<file path="src/rtl/sirv_gnrl_axi64_to_icb32.sv">
// Bridges single-beat 64-bit AXI reads/writes onto a 32-bit ICB master port,
// splitting each transaction into at most two 32-bit ICB commands (low half first).
module sirv_gnrl_axi64_to_icb32 #(
  parameter int AW = 32
) (
  input  logic          clk,
  input  logic          rst_n,

  input  logic          i_axi_arvalid,
  output logic          i_axi_arready,
  input  logic [AW-1:0] i_axi_araddr,
  input  logic [2:0]    i_axi_arsize,
  input  logic [7:0]    i_axi_arlen,
  input  logic [1:0]    i_axi_arburst,

  input  logic          i_axi_awvalid,
  output logic          i_axi_awready,
  input  logic [AW-1:0] i_axi_awaddr,
  input  logic [2:0]    i_axi_awsize,
  input  logic [7:0]    i_axi_awlen,
  input  logic [1:0]    i_axi_awburst,

  input  logic          i_axi_wvalid,
  output logic          i_axi_wready,
  input  logic [63:0]   i_axi_wdata,
  input  logic [7:0]    i_axi_wstrb,
  input  logic          i_axi_wlast,

  output logic          i_axi_rvalid,
  input  logic          i_axi_rready,
  output logic [63:0]   i_axi_rdata,
  output logic [1:0]    i_axi_rresp,
  output logic          i_axi_rlast,

  output logic          i_axi_bvalid,
  input  logic          i_axi_bready,
  output logic [1:0]    i_axi_bresp,

  output logic          o_icb_cmd_valid,
  input  logic          o_icb_cmd_ready,
  output logic          o_icb_cmd_read,
  output logic [AW-1:0] o_icb_cmd_addr,
  output logic [31:0]   o_icb_cmd_wdata,
  output logic [3:0]    o_icb_cmd_wmask,
  output logic [1:0]    o_icb_cmd_size,

  input  logic          o_icb_rsp_valid,
  output logic          o_icb_rsp_ready,
  input  logic          o_icb_rsp_err,
  input  logic [31:0]   o_icb_rsp_rdata
);

  typedef enum logic [2:0] {
    IDLE,
    CMD,
    RSP,
    RRESP,
    BRESP
  } state_t;

  state_t        state;
  logic          last_grant_wr;
  logic          is_read;
  logic [AW-1:0] addr_q;
  logic [2:0]    size_q;
  logic [63:0]   wdata_q;
  logic [7:0]    wstrb_q;
  logic          need_lo;
  logic          need_hi;
  logic [63:0]   rbuf;
  logic          err_q;

  logic rd_cand;
  logic wr_cand;
  logic grant_rd;
  logic grant_wr;
  logic half;
  logic narrow_rd;

  // Burst attributes are meaningless for a single-beat bridge.
  logic unused_attr;
  assign unused_attr = ^{i_axi_arlen, i_axi_arburst, i_axi_awsize,
                         i_axi_awlen, i_axi_awburst, i_axi_wlast};

  assign rd_cand  = i_axi_arvalid;
  assign wr_cand  = i_axi_awvalid & i_axi_wvalid;
  assign grant_rd = (state == IDLE) & rd_cand & (~wr_cand | last_grant_wr);
  assign grant_wr = (state == IDLE) & wr_cand & (~rd_cand | ~last_grant_wr);

  assign i_axi_arready = grant_rd;
  assign i_axi_awready = grant_wr;
  assign i_axi_wready  = grant_wr;

  // The low half is always serviced first, so the active half is simply "low done".
  assign half      = ~need_lo;
  assign narrow_rd = is_read & (size_q != 3'd3);

  assign o_icb_cmd_valid = (state == CMD);
  assign o_icb_cmd_read  = is_read;
  assign o_icb_cmd_addr  = narrow_rd ? addr_q : {addr_q[AW-1:3], half, 2'b00};
  assign o_icb_cmd_size  = narrow_rd ? size_q[1:0] : 2'b10;
  assign o_icb_cmd_wdata = is_read ? 32'h0 : (half ? wdata_q[63:32] : wdata_q[31:0]);
  assign o_icb_cmd_wmask = is_read ? 4'h0  : (half ? wstrb_q[7:4]   : wstrb_q[3:0]);
  assign o_icb_rsp_ready = (state == RSP);

  assign i_axi_rvalid = (state == RRESP);
  assign i_axi_rdata  = rbuf;
  assign i_axi_rresp  = err_q ? 2'b10 : 2'b00;
  assign i_axi_rlast  = 1'b1;
  assign i_axi_bvalid = (state == BRESP);
  assign i_axi_bresp  = err_q ? 2'b10 : 2'b00;

  always_ff @(posedge clk or negedge rst_n) begin
    if (!rst_n) begin
      state         <= IDLE;
      last_grant_wr <= 1'b1;
      is_read       <= 1'b0;
      // NOTE: the datapath registers are reset too, so an abandoned transaction
      // leaves no stale address, data or read-buffer contents behind.
      addr_q        <= '0;
      size_q        <= 3'd0;
      wdata_q       <= 64'h0;
      wstrb_q       <= 8'h0;
      need_lo       <= 1'b0;
      need_hi       <= 1'b0;
      rbuf          <= 64'h0;
      err_q         <= 1'b0;
    end else begin
      // NOTE: non-blocking assignments throughout, so every branch below reads
      // the pre-edge values of need_lo/need_hi/err_q regardless of statement order.
      case (state)
        IDLE: begin
          if (grant_rd) begin
            is_read       <= 1'b1;
            addr_q        <= i_axi_araddr;
            size_q        <= i_axi_arsize;
            need_lo       <= (i_axi_arsize == 3'd3) | ~i_axi_araddr[2];
            need_hi       <= (i_axi_arsize == 3'd3) |  i_axi_araddr[2];
            rbuf          <= 64'h0;
            err_q         <= 1'b0;
            last_grant_wr <= 1'b0;
            state         <= CMD;
          end else if (grant_wr) begin
            is_read       <= 1'b0;
            addr_q        <= i_axi_awaddr;
            wdata_q       <= i_axi_wdata;
            wstrb_q       <= i_axi_wstrb;
            need_lo       <= |i_axi_wstrb[3:0];
            need_hi       <= |i_axi_wstrb[7:4];
            err_q         <= 1'b0;
            last_grant_wr <= 1'b1;
            // An all-zero strobe has nothing to write; answer immediately.
            state         <= (|i_axi_wstrb) ? CMD : BRESP;
          end
        end

        CMD: begin
          if (o_icb_cmd_ready) state <= RSP;
        end

        RSP: begin
          if (o_icb_rsp_valid) begin
            if (is_read) begin
              if (half) rbuf[63:32] <= o_icb_rsp_rdata;
              else      rbuf[31:0]  <= o_icb_rsp_rdata;
            end
            err_q <= err_q | o_icb_rsp_err;
            if (half) need_hi <= 1'b0;
            else      need_lo <= 1'b0;
            if (~half & need_hi) state <= CMD;
            else                 state <= is_read ? RRESP : BRESP;
          end
        end

        RRESP: begin
          if (i_axi_rready) begin
            state <= IDLE;
            err_q <= 1'b0;
          end
        end

        BRESP: begin
          if (i_axi_bready) begin
            state <= IDLE;
            err_q <= 1'b0;
          end
        end

        default: state <= IDLE;
      endcase
    end
  end

endmodule

</file>
<file path="config.mk">
export PLATFORM = sky130hd
export DESIGN_NAME = sirv_gnrl_axi64_to_icb32
export DESIGN_NICKNAME = d
export VERILOG_FILES = /design/src/rtl/sirv_gnrl_axi64_to_icb32.sv
export SDC_FILE = /design/constraint.sdc
export NUM_CORES = 1
export LEC_CHECK = 0
export CORE_MARGIN = 2
export CORE_UTILIZATION = 43
export CTS_BUF_LIST = sky130_fd_sc_hd__clkbuf_16
export CTS_CLUSTER_DIAMETER = 120
export DETAILED_ROUTE_END_ITERATION = 16
export GPL_ROUTABILITY_DRIVEN = 0
export HOLD_SLACK_MARGIN = 0.03
export PLACE_DENSITY = 0.81
export SYNTH_ARGS = -nofsm -noshare
export SYNTH_HDL_FRONTEND = slang
export SYNTH_SLANG_ARGS = --single-unit
</file>
<file path="constraint.sdc">
create_clock -name clk -period 2.27 [get_ports clk]
set_clock_uncertainty 0.05 [all_clocks]
set_input_delay 0.454 -clock clk [delete_from_list [all_inputs] [get_ports clk]]
set_output_delay 0.454 -clock clk [all_outputs]
set_load 0.01 [all_outputs]
</file>
==> impl_metrics.env <==
export IMPL_io_pins=352
export IMPL_cp_slowest_stage_delay_ps=540
export IMPL_clkTransAtPathRegs_ps=70
export IMPL_drc_errors=0
export IMPL_worstHoldStart="addr_q[0]$_DFFE_PN0P_"
export IMPL_crit_buf_inv=3
export IMPL_synth_most_common_cell="nand2_1"
export IMPL_outcome="completed"
export IMPL_synth_top_cell_area_share=0.5474
export IMPL_synth_area_top_cells="dfrtp_1 55%, nand2_1 15%, mux2i_1 8.4%"
export IMPL_grt_setup_unrepaired="yes"
export IMPL_io_buffers=324
export IMPL_finalCritPeriodShare=0.9705
export IMPL_relSlewSlack=0.4924
export IMPL_power_density_nw_per_um2=1262
export IMPL_grt_max_degree=93
export IMPL_ys_seq_area_frac=0.5507
export IMPL_r2r_slack_ps=390
export IMPL_setup_violations_final=0
export IMPL_dp_cells=1359
export IMPL_required_ps=1770
export IMPL_vias_per_cell=4.991
export IMPL_globalRouteOverflowTotal=0
export IMPL_dr_first_iter_drc_count=388
export IMPL_end_kind="output pin"
export IMPL_cts_tree="done"
export IMPL_netlist_cell_type_count=49
export IMPL_total_power_mw=15.28
export IMPL_die_w_um=141.6
export IMPL_final_util=0.6495
export IMPL_final_nets=1354
export IMPL_layout_drive_gt1_share=0.08793
export IMPL_num_rows=50
export IMPL_max_freq_mhz=453.9
export IMPL_hold_path_class="flip-flop to flip-flop"
export IMPL_async_flop_share=1.000
export IMPL_p_leak_nw=5.772
export IMPL_holdPathEnd="addr_q[0]$_DFFE_PN0P_"
export IMPL_wire_per_inst_um=16.88
export IMPL_worstSkewPairLatency_ps=420
export IMPL_n_fill_cell=1556
export IMPL_synth_top_area_cell="dfrtp_1"
export IMPL_reg2reg_depth=7
export IMPL_grt_pass1_wl_um=37440
export IMPL_critPathMaxFanout=11
export IMPL_synth_cell_area_sq_um=8137
export IMPL_yosys_most_used_dff="dfrtp_1"
export IMPL_antenna_left=0
export IMPL_min_path_cells=2
export IMPL_r2r_start="state[0]$_DFFE_PN0P_"
export IMPL_path_class="flip-flop to output pin"
export IMPL_routed_wl_um=23530
export IMPL_synth_common_cells="319 x nand2_1, 178 x dfrtp_1, 68 x mux2i_1, 45 x buf_4, 41 x nor2_1"
export IMPL_syn_inst=854
export IMPL_cts_num_sinks=179
export IMPL_ys_seq_elements=179
export IMPL_grt_pass1_vias=7240
export IMPL_place_hpwl_um=16530
export IMPL_grt_antenna_before_repair=0
export IMPL_hold_violations=0
export IMPL_timing_rr_end="state[0]$_DFFE_PN0P_"
export IMPL_vdd_drop_max_mv=0.6198
export IMPL_cts_buffers=17
export IMPL_crit_family="flip-flops"
export IMPL_track_usage=0.2367
export IMPL_critPathSlowestCell="dfrtp_4"
export IMPL_core_area_sq_um=18640
export IMPL_antenna_cells=0
export IMPL_fin_cells=1394
export IMPL_vias=6958
export IMPL_synth_edf_count=0
export IMPL_hold_ws_ps=418.6
export IMPL_drt_pass1_iter_count=6
export IMPL_finalCriticalPeriod_ps=2203
export IMPL_seq_area_sq_um=4487
export IMPL_fp_dieArea_sq_um=20040
export IMPL_dieHeight_um=141.6
export IMPL_initial_core_util=0.4364
export IMPL_cap_violations=0
export IMPL_avgSynthCellArea_sq_um=9.528
export IMPL_htreeDepth=4
export IMPL_clockBufferDepth=2
export IMPL_arrival_ps=1700
export IMPL_worst_pin_slew_ps=761.4
export IMPL_crit_chain="buf_12, buf_6, mux2i_1, nor2_1, buf_2"
export IMPL_yosysWarnings=0
export IMPL_area_delta_synth_final_pct=48.82
export IMPL_root_buffer="clkbuf_16"
export IMPL_start_kind="flip-flop"
export IMPL_slew_viol_final=0
export IMPL_multi_input_comb_area_sq_um=3000
==> worst max path at each step <==
stage / from / end / slack (ps) / cells after the start
floorplan: state[0]$_DFFE_PN0P_ / i_axi_wready / 390 / 5
global placement: i_axi_awvalid / i_axi_wready / -190 / 5
global route: need_lo$_DFFE_PN0P_ / o_icb_cmd_wdata[18] / -10 / 5
detailed placement: i_axi_awvalid / i_axi_awready / -190 / 5
CTS: need_lo$_DFFE_PN0P_ / o_icb_cmd_wdata[18] / -90 / 5
finish: need_lo$_DFFE_PN0P_ / o_icb_cmd_wdata[18] / 70 / 5
==> report_power, final <==
group          internal, mW  switching [mW]  total [mW]
registers              4.64           0.826        5.46
clock network          1.72            1.26        2.98
logic                  3.52            3.32        6.84
total                  9.88            5.40        15.3
==> per-stage QoR <==
step	setup TNS (ps)	setup WS [ps]	area (sq um)
3_5_place_dp	-718.5	-192.9	11570
5_1_grt	-11.48	-11.48	12110
3_3_place_gp	-577.9	-189.4	11570
4_1_cts	-408.4	-90.76	12130
2_1_floorplan	0	389.4	8140
6_report	0	66.97	12110
==> repair_timing <==
action / in CTS / in global routing
hold endpoints to repair: 45 / 0
gates resized for setup: 83 / 19
hold buffers: 1 / 0
setup endpoints to repair: 47 / 13
buffers inserted: 3 / 1
pin swaps: 2 / 3
==> worst reg2reg max path: cells and delay by family (launching register included) <==
| kind | cells | cell delay (ps) |
|---|---|---|
| AOI/OAI and AO/OA | 2 | 370 |
| buffers and inverters | 3 | 640 |
| and+or+nand+nor | 2 | 290 |
| DFF | 1 | 450 |
==> placed cells by master (no fill, tap or decap), types with 10 or more instances in the layout <==
cell	synthesis	routed
dlygate4sd2_1	0	30
a22o_1	33	33
clkbuf_16	0	17
inv_1	40	41
buf_4	45	21
a22oi_1	33	33
dfrtp_1	178	175
nor2_1	41	39
nand2_1	319	319
clkdlybuf4s50_1	0	275
mux2i_1	68	67
buf_2	21	10
buf_12	0	14
==> cells by family (layout without fill, tap and decap cells) <==
family	count (synthesis)	in the layout	share of synthesized area
buf+inv	127	432	0.08565
simple gates	384	384	0.1862
compound gates	91	91	0.08873
other cells	2	3	0.0009230
flops	179	179	0.5507
mux	71	71	0.08780
==> metal layers <==
layer	track usage	part of all wire	wire length [um]	vias to the layer above
met5	0	0	0	-
met4	0.07895	0.020	459	0
met3	0.08269	0.085	2011	36
met2	0.3963	0.49	11540	268
met1	0.2868	0.40	9517	3327
li1	-	-	-	3327
==> cell type report <==
type	instances	area share
repair buffers	361	0.2963
inverters	41	0.01281
multi-input cells	549	0.2478
clock inverters	13	0.01323
well taps	234	0.02418
clock buffers	17	0.03513
flip-flops and latches	179	0.3705
==> sequential cells by signal, indices dropped and copies added (netlist names) <==
signal / flops
wdata_q: 64
wstrb_q: 8
i_axi_rdata: 64
need_lo: 1
o_icb_cmd_read: 1
state: 3
err_q: 1
last_grant_wr: 1
addr_q: 32
size_q: 3
need_hi: 1
(Power assumes the default switching activity.)
